### src/rtl/reg_file_sb_pkg.sv
// Shared constants for the reg_file_sb register file / pending-write scoreboard.
//   REG_NUM    number of GPRs (index 0 reads as zero and is never written)
//   DATA_W     register width
//   PEND_W     pending-counter width; up to 2**PEND_W-1 writers in flight per reg
//   REG_ADDR_W register address width
//   ZERO_WORD  all-zero data word
// Optional feature macro: REG_FILE_BYPASS_EN (see reg_file_sb.sv).
package reg_file_sb_pkg;

  localparam int REG_NUM    = 32;
  localparam int DATA_W     = 32;
  localparam int PEND_W     = 2;
  localparam int REG_ADDR_W = $clog2(REG_NUM);

  localparam logic [DATA_W-1:0] ZERO_WORD = '0;

  // An operand is still busy unless the only outstanding writer commits this cycle.
  function automatic logic operand_busy(input logic nz, input logic last_one, input logic commit_hit);
    return nz && !(last_one && commit_hit);
  endfunction

endpackage

### src/rtl/reg_file_sb_pend_ctr.sv
// Per-register pending-write counter.
//   clk, rst_n  clock, async active-low reset
//   inc_i       a writer to this reg was issued
//   dec_i       a writer to this reg committed
//   clr_i       flush: drop every in-flight writer (wins over inc/dec)
//   cnt_o       current count
//   nz_o        at least one writer outstanding
//   full_o      count at maximum
// Saturates at both ends; inc and dec together leave the count unchanged.
module reg_file_sb_pend_ctr
  import reg_file_sb_pkg::*;
(
  input  logic              clk,
  input  logic              rst_n,
  input  logic              inc_i,
  input  logic              dec_i,
  input  logic              clr_i,
  output logic [PEND_W-1:0] cnt_o,
  output logic              nz_o,
  output logic              full_o
);

  localparam logic [PEND_W-1:0] CNT_MAX = '1;

  logic [PEND_W-1:0] cnt_q;
  logic [PEND_W-1:0] cnt_d;

  always_comb begin
    cnt_d = cnt_q;
    if (clr_i) begin
      cnt_d = '0;
    end else if (inc_i && !dec_i && (cnt_q != CNT_MAX)) begin
      cnt_d = cnt_q + 1'b1;
    end else if (dec_i && !inc_i && (cnt_q != '0)) begin
      cnt_d = cnt_q - 1'b1;
    end
  end

  always_ff @(posedge clk or negedge rst_n) begin
    if (!rst_n) begin
      cnt_q <= '0;
    end else begin
      cnt_q <= cnt_d;
    end
  end

  assign cnt_o  = cnt_q;
  assign nz_o   = (cnt_q != '0);
  assign full_o = (cnt_q == CNT_MAX);

endmodule

### src/rtl/reg_file_sb.sv
// GPR array (32x32, $0 hard-wired zero) with two combinational read ports,
// one write-back port and a per-register pending-write scoreboard.
//   clk, rst_n                       clock, async active-low reset
//   read_en_x / read_addr_x          operand read request (x = 1, 2)
//   read_data_x                      operand data, combinational
//   issue_valid / issue_write_en /
//   issue_write_addr                 ID issue; marks destination pending
//   write_en / write_addr /
//   write_data                       WB commit; writes array, clears one pending mark
//   flush                            cancel all in-flight writers
//   stall_req                        operand hazard or pending counter full
// Macro REG_FILE_BYPASS_EN: when defined, a same-cycle commit is forwarded to
// matching reads and releases the hazard in that cycle; when undefined reads
// see the pre-write array value and release one cycle later.
module reg_file_sb
  import reg_file_sb_pkg::*;
(
  input  logic                  clk,
  input  logic                  rst_n,
  input  logic                  read_en_1,
  input  logic [REG_ADDR_W-1:0] read_addr_1,
  output logic [DATA_W-1:0]     read_data_1,
  input  logic                  read_en_2,
  input  logic [REG_ADDR_W-1:0] read_addr_2,
  output logic [DATA_W-1:0]     read_data_2,
  input  logic                  issue_valid,
  input  logic                  issue_write_en,
  input  logic [REG_ADDR_W-1:0] issue_write_addr,
  input  logic                  write_en,
  input  logic [REG_ADDR_W-1:0] write_addr,
  input  logic [DATA_W-1:0]     write_data,
  input  logic                  flush,
  output logic                  stall_req
);

  logic [DATA_W-1:0] regs_q [REG_NUM];

  logic [REG_NUM-1:0][PEND_W-1:0] cnt;
  logic [REG_NUM-1:0]             nz;
  logic [REG_NUM-1:0]             full;

  logic hazard_1;
  logic hazard_2;
  logic full_hit;

  // $0 never has a pending writer.
  assign cnt[0]  = '0;
  assign nz[0]   = 1'b0;
  assign full[0] = 1'b0;

  for (genvar r = 1; r < REG_NUM; r++) begin : g_pend
    logic inc;
    logic dec;

    assign inc = issue_valid && issue_write_en && (issue_write_addr == REG_ADDR_W'(r)) && !stall_req;
    assign dec = write_en && (write_addr == REG_ADDR_W'(r));

    reg_file_sb_pend_ctr u_ctr (
      .clk    (clk),
      .rst_n  (rst_n),
      .inc_i  (inc),
      .dec_i  (dec),
      .clr_i  (flush),
      .cnt_o  (cnt[r]),
      .nz_o   (nz[r]),
      .full_o (full[r])
    );
  end

  always_ff @(posedge clk or negedge rst_n) begin
    if (!rst_n) begin
      for (int i = 0; i < REG_NUM; i++) begin
        regs_q[i] <= ZERO_WORD;
      end
    end else if (write_en && (write_addr != '0)) begin
      regs_q[write_addr] <= write_data;
    end
  end

  always_comb begin
    read_data_1 = ZERO_WORD;
    if (rst_n && read_en_1 && (read_addr_1 != '0)) begin
      read_data_1 = regs_q[read_addr_1];
`ifdef REG_FILE_BYPASS_EN
      if (write_en && (write_addr == read_addr_1)) begin
        read_data_1 = write_data;
      end
`endif
    end
  end

  always_comb begin
    read_data_2 = ZERO_WORD;
    if (rst_n && read_en_2 && (read_addr_2 != '0)) begin
      read_data_2 = regs_q[read_addr_2];
`ifdef REG_FILE_BYPASS_EN
      if (write_en && (write_addr == read_addr_2)) begin
        read_data_2 = write_data;
      end
`endif
    end
  end

`ifdef REG_FILE_BYPASS_EN
  assign hazard_1 = read_en_1 && (read_addr_1 != '0) &&
                    operand_busy(nz[read_addr_1], cnt[read_addr_1] == PEND_W'(1),
                                 write_en && (write_addr == read_addr_1));
  assign hazard_2 = read_en_2 && (read_addr_2 != '0) &&
                    operand_busy(nz[read_addr_2], cnt[read_addr_2] == PEND_W'(1),
                                 write_en && (write_addr == read_addr_2));
`else
  assign hazard_1 = read_en_1 && (read_addr_1 != '0) && nz[read_addr_1];
  assign hazard_2 = read_en_2 && (read_addr_2 != '0) && nz[read_addr_2];
`endif

  // A commit to the same destination frees a slot, so a full counter can still accept the issue.
  assign full_hit = issue_valid && issue_write_en && full[issue_write_addr] &&
                    !(write_en && (write_addr == issue_write_addr));

  assign stall_req = rst_n && (hazard_1 || hazard_2 || full_hit);

endmodule

### config.mk
export PLATFORM = sky130hd
export DESIGN_NAME = reg_file_sb
export DESIGN_NICKNAME = d
export VERILOG_FILES = /design/src/rtl/reg_file_sb_pkg.sv /design/src/rtl/reg_file_sb_pend_ctr.sv /design/src/rtl/reg_file_sb.sv
export SDC_FILE = /design/constraint.sdc
export NUM_CORES = 2
export LEC_CHECK = 0
export CORE_MARGIN = 2
export CORE_UTILIZATION = 61
export CTS_BUF_LIST = sky130_fd_sc_hd__clkbuf_4 sky130_fd_sc_hd__clkbuf_8
export DETAILED_ROUTE_END_ITERATION = 10
export PLACE_DENSITY = 0.78
export SLEW_MARGIN = 40
export SYNTH_ARGS = -nofsm -noshare
export SYNTH_HDL_FRONTEND = slang
export SYNTH_HIERARCHICAL = 1
export SYNTH_SLANG_ARGS = --single-unit
### constraint.sdc
create_clock -name clk -period 3.65 [get_ports clk]
set_clock_uncertainty 0.2 [all_clocks]
set_input_delay 0.5475 -clock clk [delete_from_list [all_inputs] [get_ports clk]]
set_output_delay 0.5475 -clock clk [all_outputs]
set_load 0.02 [all_outputs]
==> results.toml <==
[clock_network]
clk_pin_slew_worst_paths_ns = 0.06
cts-root-buf = "clkbuf_8"
clock_latency_ns = 0.87
cts_made_buffers = 177
cts.sinks = 1086
clockBufferDepth = 3
cts_max_level = 4
cts_tree = "done"

[global_route]
grt_pass1_wl_mm = 319.3
gr-total-overflow = 0
grt_max_degree = 134
antenna_found_initial = 18
grt_usage_pct = 41.81
grt_pass1_vias = 51592

[logic_synthesis]
syn-num-nets = 5787
ys_seq_area_share_pct = 44.60
ys_warn_count = 6
synthArstFlopShare_pct = 100.0
synth_cells = 5727
synth_edf_count = 0
ys.flop_type = "dfrtp_1"
ys_ff_latch = 1086
netlist_area_um2 = 60940
avgSynthCellArea_um2 = 10.64
synth_cell_types = 51

[timing]
fmax_mhz = 258.8
tns_ns = -0.2135
worst_slew_pin_slew_ns = 0.8664
slew_violations = 0
setup_violations = 1
timing.final.ws_setup_ns = -0.2135
grt_setup_unrepaired = "true"
relSlewSlack_pct = 42.06
period_share_pct = 105.8
period_needed_ns = 3.864
fin_hold_ws_ns = 0.1566
final_hold_viol_count = 0

[setup_path]
arrival_ns = 3.12
required_ns = 2.90
critPathCaptureType = "output pin"
max_stage_delay_ns = 0.51
cp.buffers_inverters = 2
criticalPathCategory = "flip-flop to output pin"
cp-start-kind = "flip-flop"
cp_slowest_cell = "mux4_2"
worstPathMaxFanout = 8
cp_top_family = "simple AND/OR/NAND/NOR gates"
worstPathCellList = "or2_1 > mux4_2 > nor4b_4 > a311oi_2 > a221o_1 > buf_6 > buf_6"
crit_path_frequent_cell = "buf_6"

[routing]
wl_per_cell_um = 28.85
num_vias = 51495
viasPerCell = 6.911
routed_wl_mm = 215.0
drc_errors = 0
ant_nets = 0
drt_pass1_iterations = 6
drt_iter0_drc = 6597

[final_layout]
drive_above_1_share_pct = 32.27
nNetsFinal = 6072
nFillCells = 6616
synthToLayoutAreaGrowth_pct = 16.65
final_area_um2 = 71080

[power_and_ir_drop]
powerDensity_nw_per_um2 = 487.3
max-vdd-ir-drop_uv = 423.3
leakagePower_nw = 33.63

[placed_design]
place_congestion = 0.9535
hpwl_mm = 132.9
pre_cts_slack_ns = -0.4016
placed_area_um2 = 66530
io_buffer_count = 124

[floorplanning]
die_y_um = 320.1
die_w_um = 320.1
design.core.area_um2 = 98710
core.rowCount = 115
start_util_pct = 61.74
die-area_um2 = 102400
io_pins = 125

[status]
violations = "negative setup slack"
status = "complete, but fails checks"

[min_path]
hold_path.class = "input pin to async pin"

[run]
cap_violations = 0
[timing repair]
| action | in CTS | in global routing |
|---|---|---|
| setup buffers | 3 | 21 |
| hold endpoints to repair | 668 | 43 |
| pin swaps | 5 | 6 |
| setup endpoints to repair | 53 | 17 |
| gates cloned | 2 | 0 |
| hold buffers | 23 | 7 |
| gates resized for setup | 81 | 45 |
[routing by layer]
layer  vias to the layer above  track usage, %  share of wire, %
met3                      1182           12.87                13
met1                     25459           52.28                36
met4                        22           30.52               8.2
met2                      3853           61.73                44
met5                         -               0             0.061
li1                      20979               -                 -
[path summary, 6_finish.rpt]
kind | startpoint | end | slack (ns) | depth (start not counted)
min reg2reg | regs_q[992] | regs_q[992] | 0.20 | 0
min | rst_n | g_pend[14].u_ctr/cnt_o[0] | 0.16 | 2
max in group asynchronous | rst_n | regs_q[322] | 0.94 | 5
max | g_pend[8].u_ctr/cnt_o[1] | stall_req | -0.21 | 7
min in group clk | regs_q[992] | regs_q[992] | 0.20 | 0
max reg2reg | g_pend[8].u_ctr/cnt_o[1] | g_pend[28].u_ctr/cnt_o[0] | 0.06 | 12
[report_power, final]
group | switching (mW) | total [mW] | internal (mW)
clock | 5.21 | 11.6 | 6.39
sequential | 1.67 | 15.8 | 14.2
combinational | 3.45 | 7.21 | 3.75
[per-stage QoR]
| stage | power (mW) | util [%] | cells |
|---|---|---|---|
| 2_1_floorplan | 20.32 | - | 5727 |
| 4_1_cts | 34.43 | 71.69 | 7414 |
| 3_3_place_gp | 22.41 | 67.40 | 7060 |
| 5_1_grt | 35.90 | 71.99 | 7444 |
| 6_report | 34.64 | 72.01 | 7451 |
| 3_5_place_dp | 22.89 | 67.40 | 7064 |
[cells in the mapped netlist, drive strengths merged (34+ instances only)]
cell type	count	area [um2]
nand3b	37	277.8
mux2	638	7184
mux4	281	6329
mux2i	405	4054
clkbuf	341	1280
a221oi	153	1521
dfrtp	1086	27180
nor2	178	670.7
a22oi	125	938.4
o21ai	219	1205
or2	35	219.0
and2	34	215.2
and3	34	212.7
o211ai	94	705.7
a21oi	159	795.8
buf	180	900.9
nand2	1504	5645
[cells by family (layout without fill, tap and decap cells)]
| group | count (synthesis) | in the layout | synth area share, % |
|---|---|---|---|
| and+or+nand+nor | 1976 | 1976 | 13.63 |
| buffers and inverters | 542 | 970 | 3.708 |
| other | 0 | 9 | 0 |
| DFF | 1086 | 1086 | 44.60 |
| muxes | 1324 | 1324 | 28.83 |
| AOI/OAI and AO/OA | 792 | 792 | 9.139 |
| xor gates and xnor gates | 7 | 7 | 0.1006 |
[registers in the layout, indices dropped and copies added (netlist names)]
register and flops:
g_pend.u_ctr/cnt_o 62, regs_q 1024
[cell type report]
class	count	area [um2]	area share (%)
Inverter	21	78.83	0.1109
Timing Repair Buffer	627	6432	9.049
Clock inverter	34	322.8	0.4541
Clock buffer	288	3551	4.996
Multi-Input combinational cell	4099	31870	44.84
Tap cell	1287	1610	2.265
Sequential cell	1086	27190	38.25
Antenna cell	9	22.52	0.03168
[cells in the final DEF, fill, tap and decap left out, types with 30 or more instances in the layout]
| master | instances |
|---|---|
| dlygate4sd3_1 | 30 |
| buf_4 | 364 |
| mux2_2 | 637 |
| clkbuf_8 | 224 |
| dlygate4sd2_1 | 44 |
| a22oi_1 | 124 |
| nor2_1 | 159 |
| o21ai_0 | 166 |
| a221oi_1 | 117 |
| mux4_2 | 281 |
| and2_1 | 31 |
| o211ai_1 | 94 |
| and3_1 | 32 |
| nand2b_1 | 31 |
| nand3b_1 | 37 |
| a221oi_2 | 36 |
| clkbuf_4 | 66 |
| nand2_1 | 1489 |
| or2_2 | 30 |
| dfrtp_1 | 1075 |
| buf_12 | 112 |
| buf_2 | 31 |
| a21oi_1 | 155 |
| mux2i_1 | 404 |
No activity file was read; power rests on OpenSTA's default activity.
